<file path="config.mk">
export PLATFORM = sky130hd
export DESIGN_NAME = reuleaux_ctrl_flat
export DESIGN_NICKNAME = d
export VERILOG_FILES = /design/src/rtl/reuleaux_pkg.sv /design/src/rtl/reuleaux_if.sv /design/src/rtl/circle.sv /design/src/rtl/reuleaux_centres.sv /design/src/rtl/reuleaux_ctrl.sv /design/src/flat_wrapper.sv
export SDC_FILE = /design/constraint.sdc
export NUM_CORES = 2
export LEC_CHECK = 0
export CAP_MARGIN = 20
export CORE_MARGIN = 2
export CORE_UTILIZATION = 60
export CTS_BUF_LIST = sky130_fd_sc_hd__clkbuf_8
export CTS_CLUSTER_SIZE = 40
export DETAILED_ROUTE_END_ITERATION = 8
export GPL_TIMING_DRIVEN = 0
export HOLD_SLACK_MARGIN = 0.08
export PLACE_DENSITY = 0.76
export SYNTH_ARGS = -nofsm -noshare
export SYNTH_HDL_FRONTEND = slang
export SYNTH_SLANG_ARGS = --single-unit
</file>
<file path="constraint.sdc">
create_clock -name clk -period 15.58 [get_ports clk]
set_clock_uncertainty 0.1 [all_clocks]
set_input_delay 3.116 -clock clk [delete_from_list [all_inputs] [get_ports clk]]
set_output_delay 3.116 -clock clk [all_outputs]
set_load 0.01 [all_outputs]
</file>
<file path="src/rtl/reuleaux_pkg.sv">
// Shared definitions for the Reuleaux triangle sequencer.
// Holds the screen geometry, the fixed-point sqrt(3) constants used for the
// arc centres, the controller state type and the coordinate saturation helpers.
package reuleaux_pkg;

    localparam int SCREEN_W = 160;
    localparam int SCREEN_H = 120;

    // d*sqrt(3)/6 ~= (d*296)>>10 and d*sqrt(3)/3 ~= (d*591)>>10
    localparam int K_SQ3_6 = 296;
    localparam int K_SQ3_3 = 591;
    localparam int K_SHIFT = 10;

    typedef enum logic [3:0] {
        IDLE,
        LATCH,
        CLEAR,
        C1_RUN,
        C1_ACK,
        C2_RUN,
        C2_ACK,
        C3_RUN,
        C3_ACK,
        DONE
    } state_t;

    // Clamp an 11-bit signed x coordinate into the signed 9-bit range.
    function automatic logic signed [8:0] sat_x(input logic signed [10:0] v);
        if (v > 11'sd255) begin
            return 9'sd255;
        end else if (v < -11'sd256) begin
            return -9'sd256;
        end
        return v[8:0];
    endfunction

    // Clamp an 11-bit signed y coordinate into the signed 8-bit range.
    function automatic logic signed [7:0] sat_y(input logic signed [10:0] v);
        if (v > 11'sd127) begin
            return 8'sd127;
        end else if (v < -11'sd128) begin
            return -8'sd128;
        end
        return v[7:0];
    endfunction

endpackage

</file>
<file path="src/rtl/reuleaux_if.sv">
// Request/pixel bus between the lab top level and reuleaux_ctrl.
//   master : drives start, centre_x, centre_y, diameter, colour;
//            observes done and the VGA pixel-write port.
//   slave  : the controller side of the same signals.
interface reuleaux_if;

    logic       start;
    logic [7:0] centre_x;
    logic [6:0] centre_y;
    logic [7:0] diameter;
    logic [2:0] colour;
    logic       done;
    logic [7:0] vga_x;
    logic [6:0] vga_y;
    logic [2:0] vga_colour;
    logic       vga_plot;

    modport master (
        output start, centre_x, centre_y, diameter, colour,
        input  done, vga_x, vga_y, vga_colour, vga_plot
    );

    modport slave (
        input  start, centre_x, centre_y, diameter, colour,
        output done, vga_x, vga_y, vga_colour, vga_plot
    );

endinterface

</file>
<file path="src/rtl/circle.sv">
// Midpoint circle engine that emits one 60-degree arc of a circle.
// One candidate pixel per cycle (eight octant reflections per iteration);
// pixels outside the arc's sector or outside the 8-bit/7-bit output range
// are not plotted.  done stays high until start is released.
//   clk, rst_n         : clock, asynchronous active-low reset
//   start              : level request
//   centre_x/centre_y  : signed circle centre
//   radius             : unsigned radius
//   done               : arc complete
//   vga_x/vga_y/plot   : candidate pixel and its write strobe
module circle #(
    parameter int SEGMENT_TYPE = 1
) (
    input  logic              clk,
    input  logic              rst_n,
    input  logic              start,
    input  logic signed [8:0] centre_x,
    input  logic signed [7:0] centre_y,
    input  logic        [8:0] radius,
    output logic              done,
    output logic        [7:0] vga_x,
    output logic        [6:0] vga_y,
    output logic              vga_plot
);

    typedef enum logic [1:0] {E_IDLE, E_PLOT, E_FIN} eng_state_t;

    eng_state_t         state, state_next;
    logic signed [10:0] off_x, off_y, step_x, step_y, next_x;
    logic signed [11:0] crit, crit_a, crit_b;
    logic        [2:0]  octant;
    logic signed [10:0] dx, dy, px, py;
    logic signed [21:0] dx_w, dy_w, dx_sq3, dy_sq;
    logic               finish, in_range, in_seg;

    always_ff @(posedge clk or negedge rst_n) begin
        if (!rst_n) begin
            state <= E_IDLE;
        end else begin
            state <= state_next;
        end
    end

    always_ff @(posedge clk or negedge rst_n) begin
        if (!rst_n) begin
            off_x  <= '0;
            off_y  <= '0;
            crit   <= '0;
            octant <= '0;
        end else if (state == E_IDLE && start) begin
            off_x  <= $signed({2'b00, radius});
            off_y  <= '0;
            crit   <= 12'sd1 - $signed({3'b000, radius});
            octant <= '0;
        end else if (state == E_PLOT) begin
            octant <= octant + 3'd1;
            if (octant == 3'd7) begin
                off_y <= step_y;
                off_x <= next_x;
                crit  <= (crit <= 12'sd0) ? crit_a : crit_b;
            end
        end
    end

    always_comb begin
        step_y = off_y + 11'sd1;
        step_x = off_x - 11'sd1;
        next_x = (crit <= 12'sd0) ? off_x : step_x;
        crit_a = crit + $signed({step_y, 1'b1});
        crit_b = crit + $signed({step_y - step_x, 1'b1});
        finish = (octant == 3'd7) && (step_y > next_x);

        dx = off_x;
        dy = off_y;
        case (octant)
            3'd0: begin dx =  off_x; dy =  off_y; end
            3'd1: begin dx =  off_y; dy =  off_x; end
            3'd2: begin dx = -off_x; dy =  off_y; end
            3'd3: begin dx = -off_y; dy =  off_x; end
            3'd4: begin dx =  off_x; dy = -off_y; end
            3'd5: begin dx =  off_y; dy = -off_x; end
            3'd6: begin dx = -off_x; dy = -off_y; end
            default: begin dx = -off_y; dy = -off_x; end
        endcase

        px = {{2{centre_x[8]}}, centre_x} + dx;
        py = {{3{centre_y[7]}}, centre_y} + dy;
        in_range = (px >= 11'sd0) && (px <= 11'sd255) && (py >= 11'sd0) && (py <= 11'sd127);

        // Sector tests compare dy^2 against 3*dx^2, i.e. |dy| vs sqrt(3)*|dx|
        // (the 60-degree boundary of each arc).  Screen y grows downwards.
        dx_w   = 22'(dx);
        dy_w   = 22'(dy);
        dx_sq3 = (dx_w * dx_w) * 22'sd3;
        dy_sq  = dy_w * dy_w;
        case (SEGMENT_TYPE)
            1:       in_seg = (dx <= 11'sd0) && (dy <= 11'sd0) && (dy_sq <= dx_sq3);
            2:       in_seg = (dx >= 11'sd0) && (dy <= 11'sd0) && (dy_sq <= dx_sq3);
            default: in_seg = (dy >= 11'sd0) && (dx_sq3 <= dy_sq);
        endcase

        state_next = state;
        case (state)
            E_IDLE:  if (start)   state_next = E_PLOT;
            E_PLOT:  if (finish)  state_next = E_FIN;
            E_FIN:   if (!start)  state_next = E_IDLE;
            default: state_next = E_IDLE;
        endcase

        done     = (state == E_FIN);
        vga_plot = (state == E_PLOT) && in_range && in_seg;
        vga_x    = px[7:0];
        vga_y    = py[6:0];
    end

endmodule

</file>
<file path="src/rtl/reuleaux_centres.sv">
// Combinational arc-centre calculation for the Reuleaux triangle.
//   centre_x/centre_y/diameter : triangle centre and side length
//   c1..c3 x/y                  : saturated signed arc centres
//     c1 = (cx+d/2, cy+h1), c2 = (cx-d/2, cy+h1), c3 = (cx, cy-h2)
module reuleaux_centres
    import reuleaux_pkg::*;
(
    input  logic        [7:0] centre_x,
    input  logic        [6:0] centre_y,
    input  logic        [7:0] diameter,
    output logic signed [8:0] c1_x,
    output logic signed [7:0] c1_y,
    output logic signed [8:0] c2_x,
    output logic signed [7:0] c2_y,
    output logic signed [8:0] c3_x,
    output logic signed [7:0] c3_y
);

    logic        [17:0] prod1, prod2;
    logic signed [10:0] cx, cy, half, h1, h2;

    always_comb begin
        prod1 = {10'd0, diameter} * 18'(K_SQ3_6);
        prod2 = {10'd0, diameter} * 18'(K_SQ3_3);
        cx    = $signed({3'b000, centre_x});
        cy    = $signed({4'b0000, centre_y});
        half  = $signed({4'b0000, diameter[7:1]});
        h1    = $signed(11'(prod1 >> K_SHIFT));
        h2    = $signed(11'(prod2 >> K_SHIFT));

        c1_x = sat_x(cx + half);
        c1_y = sat_y(cy + h1);
        c2_x = sat_x(cx - half);
        c2_y = sat_y(cy + h1);
        c3_x = sat_x(cx);
        c3_y = sat_y(cy - h2);
    end

endmodule

</file>
<file path="src/rtl/reuleaux_ctrl.sv">
// Reuleaux triangle draw sequencer.
// Optionally clears the screen to black, then runs three arc engines in turn
// and multiplexes the active pixel source onto the single VGA write port.
//   clk, rst_n : clock, asynchronous active-low reset (also resets the engines)
//   bus        : request inputs (start, centre, diameter, colour) and
//                done plus the VGA pixel-write port
module reuleaux_ctrl
    import reuleaux_pkg::*;
#(
    parameter bit CLEAR_EN = 1'b1
) (
    input  logic       clk,
    input  logic       rst_n,
    reuleaux_if.slave  bus
);

    state_t             state, state_next;
    logic        [7:0]  clr_x;
    logic        [6:0]  clr_y;
    logic        [2:0]  colour_q;
    logic        [8:0]  radius_q;
    logic signed [8:0]  cen_x [3];
    logic signed [7:0]  cen_y [3];
    logic signed [8:0]  calc_x [3];
    logic signed [7:0]  calc_y [3];

    logic        [2:0]  eng_start, eng_done, eng_plot;
    logic        [7:0]  eng_x [3];
    logic        [6:0]  eng_y [3];

    logic               run_active;
    logic        [1:0]  run_idx;
    logic               clear_last;

    reuleaux_centres u_centres (
        .centre_x (bus.centre_x),
        .centre_y (bus.centre_y),
        .diameter (bus.diameter),
        .c1_x     (calc_x[0]),
        .c1_y     (calc_y[0]),
        .c2_x     (calc_x[1]),
        .c2_y     (calc_y[1]),
        .c3_x     (calc_x[2]),
        .c3_y     (calc_y[2])
    );

    for (genvar g = 0; g < 3; g++) begin : g_engine
        circle #(.SEGMENT_TYPE(g + 1)) u_circle (
            .clk      (clk),
            .rst_n    (rst_n),
            .start    (eng_start[g]),
            .centre_x (cen_x[g]),
            .centre_y (cen_y[g]),
            .radius   (radius_q),
            .done     (eng_done[g]),
            .vga_x    (eng_x[g]),
            .vga_y    (eng_y[g]),
            .vga_plot (eng_plot[g])
        );
    end

    assign clear_last = (clr_x == 8'(SCREEN_W - 1)) && (clr_y == 7'(SCREEN_H - 1));

    always_ff @(posedge clk or negedge rst_n) begin
        if (!rst_n) begin
            state <= IDLE;
        end else begin
            state <= state_next;
        end
    end

    // Request parameters are captured once so the draw is immune to the
    // switches moving mid-sequence.  The clear counters rest at zero outside
    // CLEAR, which leaves them ready for the next draw.
    always_ff @(posedge clk or negedge rst_n) begin
        if (!rst_n) begin
            clr_x    <= '0;
            clr_y    <= '0;
            colour_q <= '0;
            radius_q <= '0;
            for (int i = 0; i < 3; i++) begin
                cen_x[i] <= '0;
                cen_y[i] <= '0;
            end
        end else begin
            if (state == LATCH) begin
                colour_q <= bus.colour;
                radius_q <= {1'b0, bus.diameter};
                for (int i = 0; i < 3; i++) begin
                    cen_x[i] <= calc_x[i];
                    cen_y[i] <= calc_y[i];
                end
            end
            if (state == CLEAR) begin
                if (clr_x == 8'(SCREEN_W - 1)) begin
                    clr_x <= '0;
                    clr_y <= clear_last ? 7'd0 : clr_y + 7'd1;
                end else begin
                    clr_x <= clr_x + 8'd1;
                end
            end else begin
                clr_x <= '0;
                clr_y <= '0;
            end
        end
    end

    // The pixel port is a pure mux of state, clear counters and the active
    // engine so engine pixels reach the VGA adapter with no added latency.
    always_comb begin
        state_next     = state;
        eng_start      = '0;
        run_active     = 1'b0;
        run_idx        = 2'd0;
        bus.done       = 1'b0;
        bus.vga_plot   = 1'b0;
        bus.vga_x      = '0;
        bus.vga_y      = '0;
        bus.vga_colour = '0;

        case (state)
            IDLE:   if (bus.start) state_next = LATCH;
            LATCH:  state_next = CLEAR_EN ? CLEAR : C1_RUN;
            CLEAR: begin
                bus.vga_plot = 1'b1;
                bus.vga_x    = clr_x;
                bus.vga_y    = clr_y;
                if (clear_last) state_next = C1_RUN;
            end
            C1_RUN: begin
                run_active = 1'b1;
                run_idx    = 2'd0;
                if (eng_done[0]) state_next = C1_ACK;
            end
            C1_ACK: state_next = C2_RUN;
            C2_RUN: begin
                run_active = 1'b1;
                run_idx    = 2'd1;
                if (eng_done[1]) state_next = C2_ACK;
            end
            C2_ACK: state_next = C3_RUN;
            C3_RUN: begin
                run_active = 1'b1;
                run_idx    = 2'd2;
                if (eng_done[2]) state_next = C3_ACK;
            end
            C3_ACK: state_next = DONE;
            DONE: begin
                bus.done = 1'b1;
                if (!bus.start) state_next = IDLE;
            end
            default: state_next = IDLE;
        endcase

        // Engines may wander off the 160x120 frame; those pixels are dropped.
        if (run_active) begin
            eng_start[run_idx] = 1'b1;
            bus.vga_x          = eng_x[run_idx];
            bus.vga_y          = eng_y[run_idx];
            bus.vga_colour     = colour_q;
            bus.vga_plot       = eng_plot[run_idx]
                                 && (eng_x[run_idx] < 8'(SCREEN_W))
                                 && (eng_y[run_idx] < 7'(SCREEN_H));
        end
    end

endmodule
</file>
<file path="src/flat_wrapper.sv">
// flat-port wrapper written by rule: the top's interface ports become plain ports
module reuleaux_ctrl_flat import reuleaux_pkg::*;
#(
    parameter bit CLEAR_EN = 1'b1
)
  (clk, rst_n, bus_start, bus_centre_x, bus_centre_y, bus_diameter, bus_colour, bus_done, bus_vga_x, bus_vga_y, bus_vga_colour, bus_vga_plot);
  reuleaux_if bus_i ();
  input  logic clk;
  input  logic rst_n;
  input wire logic [$bits(bus_i.start)-1:0] bus_start;
  input wire logic [$bits(bus_i.centre_x)-1:0] bus_centre_x;
  input wire logic [$bits(bus_i.centre_y)-1:0] bus_centre_y;
  input wire logic [$bits(bus_i.diameter)-1:0] bus_diameter;
  input wire logic [$bits(bus_i.colour)-1:0] bus_colour;
  output wire logic [$bits(bus_i.done)-1:0] bus_done;
  output wire logic [$bits(bus_i.vga_x)-1:0] bus_vga_x;
  output wire logic [$bits(bus_i.vga_y)-1:0] bus_vga_y;
  output wire logic [$bits(bus_i.vga_colour)-1:0] bus_vga_colour;
  output wire logic [$bits(bus_i.vga_plot)-1:0] bus_vga_plot;
  assign bus_i.start = bus_start;
  assign bus_i.centre_x = bus_centre_x;
  assign bus_i.centre_y = bus_centre_y;
  assign bus_i.diameter = bus_diameter;
  assign bus_i.colour = bus_colour;
  assign bus_done = bus_i.done;
  assign bus_vga_x = bus_i.vga_x;
  assign bus_vga_y = bus_i.vga_y;
  assign bus_vga_colour = bus_i.vga_colour;
  assign bus_vga_plot = bus_i.vga_plot;
  reuleaux_ctrl #(.CLEAR_EN(CLEAR_EN)) u_core (.clk(clk), .rst_n(rst_n), .bus(bus_i));
endmodule
</file>
==> out/results.ini <==
[global_routing]
grt_pass1_vias=42086
antenna_found_initial=3
grt_max_degree=119
grt_pass1_wl_mm=215.4
grt-ovfl-total=0
track_usage=0.3152

[floorplan]
die_h_microns=292.3
fp.dieW_microns=292.3
initial_core_util=0.6063
coreArea_sq_um=82240
die_area_sq_um=85430
rows=105
ios=49

[critical_path]
criticalPathCategory=flop to output pin
timing.rr.start=u_core.g_engine[1].u_circle.crit[0]
path_delay_family=adder cells
max_stage_delay_ns=0.58
reg2reg_slack_ns=10.54
r2r-end=u_core.g_engine[1].u_circle.crit[11]
crit_fanout=6
critPathLaunchType=flop
cp-startpoint=u_core.g_engine[1].u_circle.off_y[0]
path_buf_inv=7
cp.arrival_ns=11.97
cp-end-kind=output pin
path_depth=49
required_ns=12.36
worst-r2r-cell-count=18
crit_path_top_delay_cell=or4_4
timing.critical_path.mode_cell=fa_1

[hold_path]
min_path_type=flop to flop
holdCritStartpoint=u_core.colour_q[2]
hold_end=u_core.colour_q[2]
holdPathStages=2

[finish]
multiInputGateArea_sq_um=40980
fin_util=0.6454
area_growth_pct=6.449
regArea_sq_um=4740
fillers=7074
drive_gt1_frac=0.05141
fin_nets=7480

[sta]
worst_slew_pin_slew_ns=1.159
timing.fmax_mhz=65.86
slew_headroom=0.2201
fin_crit_sh=0.9746
final_max_slew_viol_count=0
finalSetupViolCount=0
min_period_ns=15.18
hold_violations=0

[placed_design]
gp_congestion=0.9840
portBuffers=47
hpwl_mm=109.3

[synthesis]
syn-num-nets=7375
synth.largest_area_cell=fa_1
syn-instance-count=5970
seq_area_frac_synth=0.09485
synth_edf_count=0
synth.distinct_cells=92
ys_ff_latch=189
ys.warnings.count=0
synth_area_leaders=fa_1 (26%), ha_1 (18%), dfrtp_1 (9.5%)
async_reset_ff_frac=1.000
synthFlopType=dfrtp_1
syn-cell-area_sq_um=49870
yosysTopAreaCellShare=0.2638
avgSynthCellArea_sq_um=8.353

[clocking]
cts_tree=done
cts-buffers-inserted=17
clk_pin_slew_ns=0.11
ctsHoldBuffers=0
cts.sinks=189
clk_path_buf_depth=2
clock_latency_ns=0.59
root_buffer=clkbuf_8
htree_levels=4

[drt]
drc=0
wl_mm=131.5
drt-vias-per-instance=5.817
vias=41658
ant_nets=0
dr.pass1.iters=8
drt_iter0_markers=3520
post_drt_wl_per_cell_microns=18.36

[flow_run]
drv_cap=0

[outcome]
run_status=finished clean

==> per-layer routing <==
layer | up-vias | part of all wire | wire length, microns | track usage
met3 | 254 | 0.074 | 9693 | 0.04940
li1 | 19552 | - | - | -
met4 | 0 | 0.031 | 4079 | 0.1009
met2 | 1440 | 0.46 | 61130 | 0.5147
met5 | - | 0 | 0 | 0
met1 | 20412 | 0.43 | 56610 | 0.4316
==> cell usage after synthesis, drive strengths merged (21+ instances only) <==
| cell type | instances |
|---|---|
| a211oi | 22 |
| inv | 1027 |
| nand3 | 76 |
| buf | 29 |
| nand2b | 59 |
| o21ai | 299 |
| clkinv | 24 |
| nor2 | 544 |
| a21oi | 341 |
| nor2b | 79 |
| nand4 | 25 |
| xor2 | 160 |
| a31oi | 37 |
| o21bai | 41 |
| clkbuf | 153 |
| nor3 | 97 |
| and2 | 21 |
| or2 | 30 |
| a22oi | 26 |
| o21a | 44 |
| or3 | 49 |
| fa | 657 |
| and3 | 28 |
| xnor2 | 304 |
| ha | 719 |
| nand2 | 527 |
| a21o | 102 |
| dfrtp | 189 |
==> flip-flops by register name, indices dropped and copies added, names as in the netlist, 7 cells and up <==
register                         cells
u_core.g_engine.u_circle.off_y      33
u_core.radius_q                      8
u_core.g_engine.u_circle.octant      9
u_core.cen_y                        16
u_core.g_engine.u_circle.off_x      33
u_core.g_engine.u_circle.crit       36
u_core.cen_x                        26
u_core.clr_x                         8
u_core.clr_y                         7
==> per-stage QoR <==
step	instances	instance area [sq um]	hold WS (ns)	worst slack (ns)	setup TNS, ns
final	7162	53080	0.3928	0.3954	0
after global routing	7160	53080	0.4217	-0.03747	-0.03747
after floorplan	5970	49870	0.3379	1.947	0
after CTS	7140	52680	0.3925	0.2459	0
after detailed placement	7092	51730	0.3686	-0.7898	-0.7898
after global placement	7087	51670	0.3505	-0.7236	-0.7236
==> how the worst max path moves through the flow <==
stage / endpoint / slack [ns]
after floorplan: bus_vga_plot / 1.95
after detailed placement: bus_vga_plot / -0.79
after CTS: bus_vga_plot / 0.25
final: bus_vga_plot / 0.40
after global placement: bus_vga_plot / -0.72
after global routing: bus_vga_plot / -0.04
==> logic make-up after synthesis <==
group           after synthesis  share of synthesized area
simple gates               1600                     0.1453
fa+ha+maj                  1376                     0.4442
buf+inv                    1233                    0.09352
compound gates             1077                     0.1339
xor+xnor                    464                    0.08150
flops                       189                    0.09485
mux                          31                   0.006800
==> worst register-to-register path, stage by stage (launching register included) <==
cell	delay, ns
dfrtp_1	0.46
nor4_1	0.10
a31oi_1	0.64
clkbuf_1	0.51
buf_1	0.44
nor2_1	0.09
a21oi_1	0.28
ha_1	0.29
a21o_1	0.17
a21o_1	0.20
a21oi_1	0.21
o21ai_0	0.12
a21oi_1	0.26
nor2b_1	0.10
o21ai_0	0.30
a21oi_1	0.14
xnor2_1	0.21
mux2i_1	0.20
o21ai_0	0.08
==> final cells by class <==
type,count,area share
Sequential cell,189,0.08929
Multi-Input combinational cell,4548,0.7720
Timing Repair Buffer,99,0.01650
Inverter,1051,0.07536
Buffer,169,0.01391
Tap cell,1070,0.02522
Clock inverter,15,0.003135
Clock buffer,17,0.004408
Antenna cell,4,0.0001886
==> repair_timing <==
| action | 4_1_cts | 5_1_grt |
|---|---|---|
| setup endpoints to repair | 1 | 1 |
| resized for setup | 113 | 79 |
| pin swaps | 20 | 17 |
| buffers inserted | 25 | 22 |
==> cells in the final DEF, fill, tap and decap left out, types with 20 or more instances in the layout <==
| master | Yosys | routed |
|---|---|---|
| xnor2_1 | 304 | 300 |
| nor2b_1 | 79 | 79 |
| and3_1 | 28 | 27 |
| inv_1 | 1023 | 1010 |
| a31oi_1 | 37 | 35 |
| nor2_1 | 544 | 538 |
| ha_1 | 719 | 709 |
| clkbuf_1 | 152 | 125 |
| and2_1 | 21 | 20 |
| or3_1 | 49 | 46 |
| xor2_1 | 160 | 159 |
| or2_2 | 29 | 28 |
| fa_1 | 657 | 654 |
| clkdlybuf4s50_1 | 0 | 45 |
| nor3_1 | 92 | 86 |
| nand3_1 | 76 | 75 |
| a21o_1 | 102 | 102 |
| dfrtp_1 | 189 | 181 |
| o21bai_1 | 41 | 41 |
| a22oi_1 | 26 | 26 |
| nand4_1 | 25 | 25 |
| o21ai_0 | 297 | 292 |
| buf_4 | 0 | 52 |
| nand2b_1 | 59 | 59 |
| buf_2 | 21 | 20 |
| a21oi_1 | 340 | 330 |
| nand2_1 | 527 | 524 |
| o21a_1 | 44 | 44 |
Power is not shown: default switching activity piles up to over one toggle a cycle in this logic, so the estimate is an artifact.
